--- config.mk ---
export PLATFORM = sky130hd
export DESIGN_NAME = tft_pixel_stream_adapter
export DESIGN_NICKNAME = d
export VERILOG_FILES = /design/src/rtl/tft_pkg.sv /design/src/rtl/sync_fifo.sv /design/src/rtl/tft_pixel_stream_adapter.sv
export SDC_FILE = /design/constraint.sdc
export NUM_CORES = 1
export LEC_CHECK = 0
export ABC_AREA = 1
export CORE_MARGIN = 1.5
export CORE_UTILIZATION = 54
export DETAILED_ROUTE_END_ITERATION = 16
export HOLD_SLACK_MARGIN = 0.08
export PLACE_DENSITY = 0.88
export SLEW_MARGIN = 10
export SYNTH_ARGS = -nofsm -noshare
export SYNTH_HDL_FRONTEND = slang
export SYNTH_SLANG_ARGS = --single-unit
--- constraint.sdc ---
create_clock -name clk -period 3.3 [get_ports clk]
set_clock_uncertainty 0.15 [all_clocks]
set_input_delay 0.66 -clock clk [delete_from_list [all_inputs] [get_ports clk]]
set_output_delay 0.66 -clock clk [all_outputs]
set_load 0.01 [all_outputs]
--- src/rtl/tft_pkg.sv ---
// Shared types and frame geometry for the ILI9341 pixel path (adapter and driver).
// Latency: none; declarations only.
// Backpressure: not applicable.
package tft_pkg;

  // Pixels in one 320x240 frame.
  localparam int NUM_PIXELS = 76800;

  // Last header address the driver emits before it starts on pixel data.
  localparam int NUM_FRAME_START_PARAMS = 12;

  // RGB565 pixel layout, matching the driver's pixelDataIn bit order.
  typedef struct packed {
    logic [4:0] r;
    logic [5:0] g;
    logic [4:0] b;
  } rgb565_t;

  // Adapter frame-tracking state.
  typedef enum logic [1:0] {
    WAIT_HDR = 2'd0,
    STREAM   = 2'd1,
    RESYNC   = 2'd2
  } tft_adapt_state_t;

  // One FIFO slot: the start-of-frame marker travels with its pixel.
  typedef struct packed {
    logic    sof;
    rgb565_t data;
  } tft_fifo_entry_t;

endpackage

--- src/rtl/sync_fifo.sv ---
// Single-clock FIFO with a combinational head read (first-word fall-through).
// Latency: a pushed word is visible at rdata_o the cycle after the push.
// Backpressure: pushes while full and pops while empty are ignored.
module sync_fifo #(
  parameter int WIDTH = 17,
  parameter int DEPTH = 16
) (
  input  logic                     clk,
  input  logic                     reset,
  input  logic                     push_i,
  input  logic [WIDTH-1:0]         wdata_i,
  input  logic                     pop_i,
  output logic [WIDTH-1:0]         rdata_o,
  output logic                     full_o,
  output logic                     empty_o,
  output logic [$clog2(DEPTH):0]   count_o
);

  localparam int AW = $clog2(DEPTH);
  localparam int CW = AW + 1;
  localparam logic [CW-1:0] FULL_CNT = CW'(DEPTH);

  logic [WIDTH-1:0] mem_q [DEPTH];
  logic [AW-1:0]    wr_ptr_q;
  logic [AW-1:0]    rd_ptr_q;
  logic [CW-1:0]    count_q;
  logic             do_push;
  logic             do_pop;

  // Flags come straight from the registered count so they are glitch-free.
  assign full_o  = (count_q == FULL_CNT);
  assign empty_o = (count_q == '0);
  assign count_o = count_q;
  assign rdata_o = mem_q[rd_ptr_q];

  assign do_push = push_i && !full_o;
  assign do_pop  = pop_i && !empty_o;

  // Storage array; contents need no reset because count gates every read.
  always_ff @(posedge clk) begin
    if (do_push) begin
      mem_q[wr_ptr_q] <= wdata_i;
    end
  end

  // Pointers and occupancy; simultaneous push and pop leave the count alone.
  always_ff @(posedge clk or posedge reset) begin
    if (reset) begin
      wr_ptr_q <= '0;
      rd_ptr_q <= '0;
      count_q  <= '0;
    end else begin
      if (do_push) begin
        wr_ptr_q <= wr_ptr_q + AW'(1);
      end
      if (do_pop) begin
        rd_ptr_q <= rd_ptr_q + AW'(1);
      end
      case ({do_push, do_pop})
        2'b10:   count_q <= count_q + CW'(1);
        2'b01:   count_q <= count_q - CW'(1);
        default: count_q <= count_q;
      endcase
    end
  end

endmodule

--- src/rtl/tft_pixel_stream_adapter.sv ---
// Buffers an RGB565 SOF-tagged stream and feeds the ILI9341 driver, popping on each pixelAddr advance.
// Latency: a pixel reaches pixelDataIn one cycle after its push; pops land the cycle after an address advance.
// Backpressure: s_ready drops when the FIFO is full; dataReady drops (driver stalls) when the FIFO is empty.
module tft_pixel_stream_adapter #(
  parameter int DEPTH                  = 16,
  parameter int NUM_PIXELS             = tft_pkg::NUM_PIXELS,
  parameter int NUM_FRAME_START_PARAMS = tft_pkg::NUM_FRAME_START_PARAMS
) (
  input  logic        clk,
  input  logic        reset,
  input  logic [15:0] s_data,
  input  logic        s_sof,
  input  logic        s_valid,
  output logic        s_ready,
  input  logic [16:0] pixelAddr,
  output logic [15:0] pixelDataIn,
  output logic        dataReady,
  output logic        newFrameStrobe,
  output logic        frame_active,
  output logic [15:0] drop_count,
  output logic        underrun
);

  import tft_pkg::*;

  localparam logic [16:0] LAST_PIX = 17'(NUM_PIXELS - 1);
  localparam logic [16:0] HDR_LAST = 17'(NUM_FRAME_START_PARAMS);

  // Registered state
  tft_adapt_state_t state_q;
  logic [16:0]      addr_q;
  logic [16:0]      pix_cnt_q;
  logic [15:0]      drop_count_q;
  logic             strobe_dly_q;
  logic             underrun_lvl_q;
  logic             underrun_q;

  // FIFO interface
  tft_fifo_entry_t      push_entry;
  tft_fifo_entry_t      head;
  logic                 fifo_push;
  logic                 fifo_pop;
  logic                 fifo_full;
  logic                 fifo_empty;
  logic [$clog2(DEPTH):0] fifo_count;

  // Decode
  logic adv;
  logic hdr_end;
  logic resync_req;
  logic data_ready;
  logic drop;
  logic underrun_cond;

  assign push_entry.sof  = s_sof;
  assign push_entry.data = s_data;

  // Hold off the producer during reset as well as when full.
  assign s_ready   = !fifo_full && !reset;
  assign fifo_push = s_valid && s_ready;

  sync_fifo #(
    .WIDTH ($bits(tft_fifo_entry_t)),
    .DEPTH (DEPTH)
  ) u_fifo (
    .clk     (clk),
    .reset   (reset),
    .push_i  (fifo_push),
    .wdata_i (push_entry),
    .pop_i   (fifo_pop),
    .rdata_o (head),
    .full_o  (fifo_full),
    .empty_o (fifo_empty),
    .count_o (fifo_count)
  );

  // Driver-facing outputs.
  assign pixelDataIn    = fifo_empty ? 16'h0000 : head.data;
  assign dataReady      = data_ready;
  assign newFrameStrobe = (state_q == RESYNC);
  assign frame_active   = (state_q == STREAM);
  assign drop_count     = drop_count_q;
  assign underrun       = underrun_q;

  // Mid-frame starvation: the driver would stall waiting on us.
  assign underrun_cond = (state_q == STREAM) && (pix_cnt_q != '0) && (fifo_count == '0);

  // Address tracking and pop/drop selection for the current head.
  always_comb begin
    adv        = (pixelAddr == addr_q + 17'd1);
    // The driver re-walks its header right after a strobe; ignore the first 12->0 it produces.
    hdr_end    = (addr_q == HDR_LAST) && (pixelAddr == 17'd0) && !strobe_dly_q;
    resync_req = (state_q == STREAM) && !fifo_empty && head.sof && (pix_cnt_q != '0);
    data_ready = 1'b0;
    fifo_pop   = 1'b0;
    drop       = 1'b0;
    unique case (state_q)
      WAIT_HDR: begin
        // Anything before the next SOF belongs to a frame we never started.
        if (!fifo_empty && !head.sof) begin
          fifo_pop = 1'b1;
          drop     = 1'b1;
        end
      end
      STREAM: begin
        if (!fifo_empty) begin
          if (!head.sof && (pix_cnt_q == '0)) begin
            // First pixel of a frame must carry SOF; discard until it does.
            fifo_pop = 1'b1;
            drop     = 1'b1;
          end else if (!resync_req) begin
            data_ready = 1'b1;
            fifo_pop   = adv;
          end
        end
      end
      default: begin
      end
    endcase
  end

  // Frame FSM, pixel counter, drop counter and registered status pulses.
  always_ff @(posedge clk or posedge reset) begin
    if (reset) begin
      state_q        <= WAIT_HDR;
      addr_q         <= '0;
      pix_cnt_q      <= '0;
      drop_count_q   <= '0;
      strobe_dly_q   <= 1'b0;
      underrun_lvl_q <= 1'b0;
      underrun_q     <= 1'b0;
    end else begin
      addr_q         <= pixelAddr;
      strobe_dly_q   <= newFrameStrobe;
      underrun_lvl_q <= underrun_cond;
      underrun_q     <= underrun_cond && !underrun_lvl_q;

      if (drop && (drop_count_q != 16'hFFFF)) begin
        drop_count_q <= drop_count_q + 16'd1;
      end

      case (state_q)
        WAIT_HDR: begin
          pix_cnt_q <= '0;
          if (hdr_end) begin
            state_q <= STREAM;
          end
        end
        STREAM: begin
          if (resync_req) begin
            state_q   <= RESYNC;
            pix_cnt_q <= '0;
          end else if (data_ready && adv) begin
            if (pix_cnt_q == LAST_PIX) begin
              state_q   <= WAIT_HDR;
              pix_cnt_q <= '0;
            end else begin
              pix_cnt_q <= pix_cnt_q + 17'd1;
            end
          end
        end
        RESYNC: begin
          state_q   <= WAIT_HDR;
          pix_cnt_q <= '0;
        end
        default: begin
          state_q   <= WAIT_HDR;
          pix_cnt_q <= '0;
        end
      endcase
    end
  end

endmodule

### Yosys cells after proc, flatten, opt, wreduce, memory -nomap -nowiden

Memory sizes are Yosys's and may differ from the RTL's.
Cells that the tools add are included.

* bits in registers: 68
* bits in latches: 0
* RAM bits: 272
* ROM bits: 0
* input port bits: 37
* output and inout bits: 37
* logic and storage cells: 84
* memories kept: 1

Memory list
* u_fifo.mem_q: words 16, width 17, rd ports 1, clocked after Yosys merged registers in 0, write ports 1, RTL line sync_fifo.sv:23 `logic [WIDTH-1:0] mem_q [DEPTH];`

* $add $sub $neg: 7
* $mul: 0
* div/mod/pow operators: 0
* $lt $le $gt $ge: 0
* equal/unequal tests: 12
* shift operators: 0
* multiplexer cells: 25
* bitwise gates (word level): 0
* reduce and logical (&&, ||, !) cells: 29

Operators with widths (number)
* 17-bit two-way mux: 4
* 17-bit by 1-bit adder with 17-bit output, second input constant: 2
* 17-bit logical NOT: 2
* 17-bit == test: 1
* 17-bit == test, second input constant: 1
* 17-bit by 4-bit == test with 1-bit output, second input constant: 1
* 17-bit nonzero test: 1
* 16-bit by 1-bit adder with 16-bit output, second input constant: 1
* 1-bit logical AND: 16
* 16-bit two-way mux: 1
* 16-bit != test, second input constant: 1
* 1-bit two-way mux: 12
* 5-bit one-hot mux with 2 select lines: 1
* 4-bit by 1-bit adder with 4-bit output, second input constant: 2
* 2-bit two-way mux: 4
* 1-bit logical NOT: 6
* 3-bit by 1-bit != test with 1-bit output, second input constant: 2
* 5-bit by 1-bit adder with 5-bit output, second input constant: 1
* 5-bit == test, second input constant: 1
* 5-bit logical NOT: 1
* 5-bit by 1-bit subtractor with 5-bit output, second input constant: 1
* 2-bit by 1-bit == test with 1-bit output, second input constant: 2
* 2-bit == test, second input constant: 2
* 1-bit one-hot mux with 2 select lines: 2
* 5 further kinds: 5

### Longest topological paths before layout

* word-level depth: 13
* depth in mapped cells: 22

### Cells and area by module

A second synthesis with hierarchy kept.

* cells, all modules: 1738
* area total of the unflattened synthesis: 16051.6 sq um

Modules (own cells, without submodules)
* sync_fifo: times used 1, cells an instance 1182, area each 12268.0 sq um, sequential area each 8493.1 sq um
* tft_pixel_stream_adapter: times used 1, cells an instance 556, area each 3783.6 sq um, sequential area each 1376.3 sq um

### Least setup slack after synthesis

No wires, ideal clock.

* kind: input -> register
* start point: input reset
* end point: memory u_fifo.mem_q[0][0] (enable)
* data arrival time: 3664 ps
* setup slack: -905 ps
* cell stages on the path: 7
* cells stage by stage: inv_1 -> o21ai_0 -> inv_1 -> nand2_1 -> inv_1 -> nand2_1 -> nor2_1

* longest elaborated chain between the ends: 6

RTL lines
* start: declaration: RTL line tft_pixel_stream_adapter.sv:10 `input logic reset,`
* 1-bit logical NOT (no line)
* 1-bit logical AND: RTL line tft_pixel_stream_adapter.sv:59 `assign s_ready = !fifo_full && !reset;`
* via s_ready: RTL line tft_pixel_stream_adapter.sv:14 `output logic s_ready,`
* 1-bit logical AND: RTL line tft_pixel_stream_adapter.sv:60 `assign fifo_push = s_valid && s_ready;`
* 1-bit logical AND: RTL line sync_fifo.sv:36 `assign do_push = push_i && !full_o;`
* 1-bit two-way mux: RTL line sync_fifo.sv:41 `if (do_push) begin`
* 1-bit two-way mux (not written as such): RTL line sync_fifo.sv:42 `mem_q[wr_ptr_q] <= wdata_i;`
* end: declaration: RTL line sync_fifo.sv:23

The timed path passes the listed nets, and every way through them passes these cells.

### Worst setup path in the final report

* start point: register u_fifo.rd_ptr_q[0]
* end point: output pixelDataIn[13]

* longest elaborated chain between the ends: 2

RTL lines
* start: declaration: RTL line sync_fifo.sv:25 `logic [AW-1:0] rd_ptr_q;`
* start signal: assignment: RTL line sync_fifo.sv:57 `rd_ptr_q <= rd_ptr_q + AW'(1);`
* memory read 16 x 17 bit
* 16-bit two-way mux: RTL line tft_pixel_stream_adapter.sv:78 `assign pixelDataIn = fifo_empty ? 16'h0000 : head.data;`
* end: declaration: RTL line tft_pixel_stream_adapter.sv:16 `output logic [15:0] pixelDataIn,`

Every way passes these cells.

==> impl_metrics.csv <==
group,metric,value,unit
run_status,status,"complete, but fails checks",
run_status,violations,"negative setup slack",
setup_path,reg2regPathDepth,20,
power,p_clk_share,26.8,%
floorplan,num_rows,61,
synthesis,synth_seq_area_share,65.11,%
synthesis,syn-cell-area,0.01516,mm^2
cts,clkTransAtPathRegs,0.06,ns
power,p_total,15.52,mW
sta,grt_setup_unrepaired,"true",
cells_and_area,syn_to_final_growth,22.24,%
power,p_per_area,837.6,mW/mm^2
sta,hold_viol_final,0,
cells_and_area,nNetsFinal,1582,
sta,fin_crit,3.372,ns
synthesis,ys_warn_count,0,
route,drt_iter0_drc,1632,
cts,cts_root_buf,"clkbuf_16",
cts,cts_made_buffers,36,
global_route,grt_max_degree,69,
sta,max_freq,0.2966,GHz
power,seqPwrFrac,33.7,%
route,routed_via_density,6.211,
route,wl_per_cell,22.43,um
power,comb_power_share,39.5,%
setup_path,cp-start-kind,"flop",
min_path,whs_path_depth,1,
cts,clockBufferDepth,3,
power,ir_drop,0.0005672,V
global_route,grt_use_total,28.80,%
cts,htreeDepth,2,
placement,place_congestion,0.8831,
sta,layout_setup_ws,-0.07173,ns
min_path,hold_path.class,"flop to flop",
route,drc,0,
cells_and_area,mostFrequentLayoutCell,"nand2_1",
cells_and_area,fin_cells,1938,
global_route,grt_first_pass_wirelength,63800,um
sta,period_share,102.2,%
synthesis,yosysTopAreaCellShare,53.89,%
floorplan,num_io_pins,74,
sta,tightest_slew,0.9254,ns
global_route,gr-total-overflow,0,
cells_and_area,drive_gt1_share,16.17,%
synthesis,synth-async-reset-ratio,20.00,%
floorplan,die_w,170.5,um
synthesis,synth_cell_type_count,43,
synthesis,yosys-top-cells-area,"edfxtp_1, dfrtp_1, nand2_1, nor2_1, o21ai_0",
setup_path,arrival,2.56,ns
cells_and_area,fin_util,66.87,%
placement,detailedPlace.worstSlack,-0.3393,ns
synthesis,syn-mean-instance-area,11.02,um^2
cts,clk-insertion-delay-late,0.54,ns
cts,postCtsHoldBufs,0,
synthesis,synth_top_area_cell,"edfxtp_1",
floorplan,die_area,0.02908,mm^2
global_route,antenna_found_initial,2,
power,switchingPower,5.907,mW
route,drt_wl_total,43470,um
synthesis,ys_ff_latch,340,
setup_path,cp_max_fo,39,
cts,cts_tree,"done",
synthesis,synth_edf_count,272,
global_route,first_global_vias,11740,
sta,maxSlewViolCount,0,
synthesis,synth_fp_nets,1428,
placement,dp_hpwl,22990,um
synthesis,synthFlopType,"edfxtp_1",
placement,port_buffers,73,
route,via_count,12040,
route,first_pass_iters,6,
cells_and_area,mostFrequentLayoutCells,"nand2_1, edfxtp_1, nor2_1",
cts,cts_sinks,340,
floorplan,initial_utilization,54.71,%
floorplan,core_area,0.02771,mm^2
route,antenna_left,0,
power,switching_share,38.06,%
job,maxCapViolCount,0,
sta,relSlewSlack,38.31,%
placement,place_inst,1854,
setup_path,crit_required,2.49,ns
power,leakagePower,7.009,nW
synthesis,synth_cells,1376,
setup_path,end_kind,"primary output",
floorplan,fp.dieH,170.5,um
sta,whs,0.2795,ns
power,p_int,9.612,mW
setup_path,criticalPathCategory,"flop to primary output",
sta,finalSetupViolCount,2,
==> what timing repair did <==
item,4_1_cts,5_1_grt
cloned,2,3
setup buffers,3,8
pin swaps,1,11
setup endpoints to repair,19,17
gates resized for setup,33,64
==> cells in the mapped netlist, types with 2 or more instances <==
library cell	instances
nand2_1	281
edfxtp_1	272
nor2_1	141
o21ai_0	85
inv_1	81
dfrtp_1	68
nand3_1	61
a21oi_1	59
xor2_1	39
clkbuf_1	36
mux2i_1	32
o22ai_1	32
nor3_1	30
nor4_1	20
a211oi_1	16
nand4_1	16
o221ai_1	16
ha_1	14
xnor2_1	12
buf_2	11
inv_2	7
nor2_2	7
nand2_2	6
nor2_4	5
buf_1	3
buf_4	3
nand3b_1	3
nand3_2	2
nor3_2	2
o21ai_1	2
or2_2	2
==> power by group through the flow <==
stage	Combinational, mW	Clock (mW)	Sequential (mW)
floorplan	3.25	0	5.21
global placement	5.03	0	5.24
detailed placement	5.18	0	5.26
CTS	5.44	4.15	5.21
global route	6.50	4.33	5.24
finish	6.14	4.16	5.22
==> critical path, cell delays in order (launching register included) <==
cell and delay (ns):
dfrtp_4 0.53, buf_12 0.15, clkinv_8 0.10, buf_16 0.21, nand2_1 0.11, a21oi_1 0.20
nor3_1 0.12, a211oi_2 0.28, dlygate4sd2_1 0.33
==> routing by layer <==
metal / track usage, % / wire length (um)
met2: 48.59 / 21190
met5: 0 / 0
met4: 13.89 / 2517
met3: 5.621 / 4659
met1: 35.79 / 15090
==> kinds of logic after synthesis <==
group | after synthesis | share of synthesized area (%)
multiplexers | 32 | 2.113
XOR/XNOR | 51 | 2.947
flip-flops | 340 | 65.11
buffers and inverters | 142 | 3.731
AND/OR/NAND/NOR | 584 | 16.85
AO/OA/AOI/OAI | 212 | 7.958
adder cells (fa/ha/maj) | 15 | 1.288
==> area by class of cell <==
cell class              instances  area, um^2
diodes                          2       5.005
clock buffers                  41       919.6
clock inverters                25       279.0
fillers                      1791        9178
inverters                      88       351.6
multi-input cells             894        4977
flip-flops and latches        340        9877
well taps                     378       473.0
repair buffers                170        1645
==> final timing paths <==
kind                                                 from                              to  slack [ns]
setup / recovery           u_fifo.rd_ptr_q[0]$_DFFE_PP0P_                 pixelDataIn[13]       -0.07
hold / removal                   underrun_lvl_q$_DFF_PP0_              underrun$_DFF_PP0_        0.28
setup reg to reg                 pix_cnt_q[0]$_DFFE_PP0P_   u_fifo.count_o[3]$_DFFE_PP0P_        0.05
hold reg to reg                  underrun_lvl_q$_DFF_PP0_              underrun$_DFF_PP0_        0.28
max in group asynchronous                           reset  u_fifo.rd_ptr_q[0]$_DFFE_PP0P_        1.59
min in group asynchronous                           reset       drop_count[3]$_DFFE_PP0P_        0.71
==> registers in the layout (all words and copies together), names as in the netlist <==
name	cells
addr_q	17
underrun	1
state_q	2
u_fifo.mem_q	272
u_fifo.count_o	5
u_fifo.rd_ptr_q	4
drop_count	16
u_fifo.wr_ptr_q	4
strobe_dly_q	1
pix_cnt_q	17
underrun_lvl_q	1
==> per-stage QoR <==
stage / setup TNS, ns / instance area (um^2)
finish: -0.1014 / 18530
global route: -0.4192 / 18530
CTS: -0.1909 / 18210
detailed placement: -0.5841 / 16880
global placement: -0.4210 / 16880
floorplan: -13.03 / 15180
No activity file was read; power rests on OpenSTA's default activity.
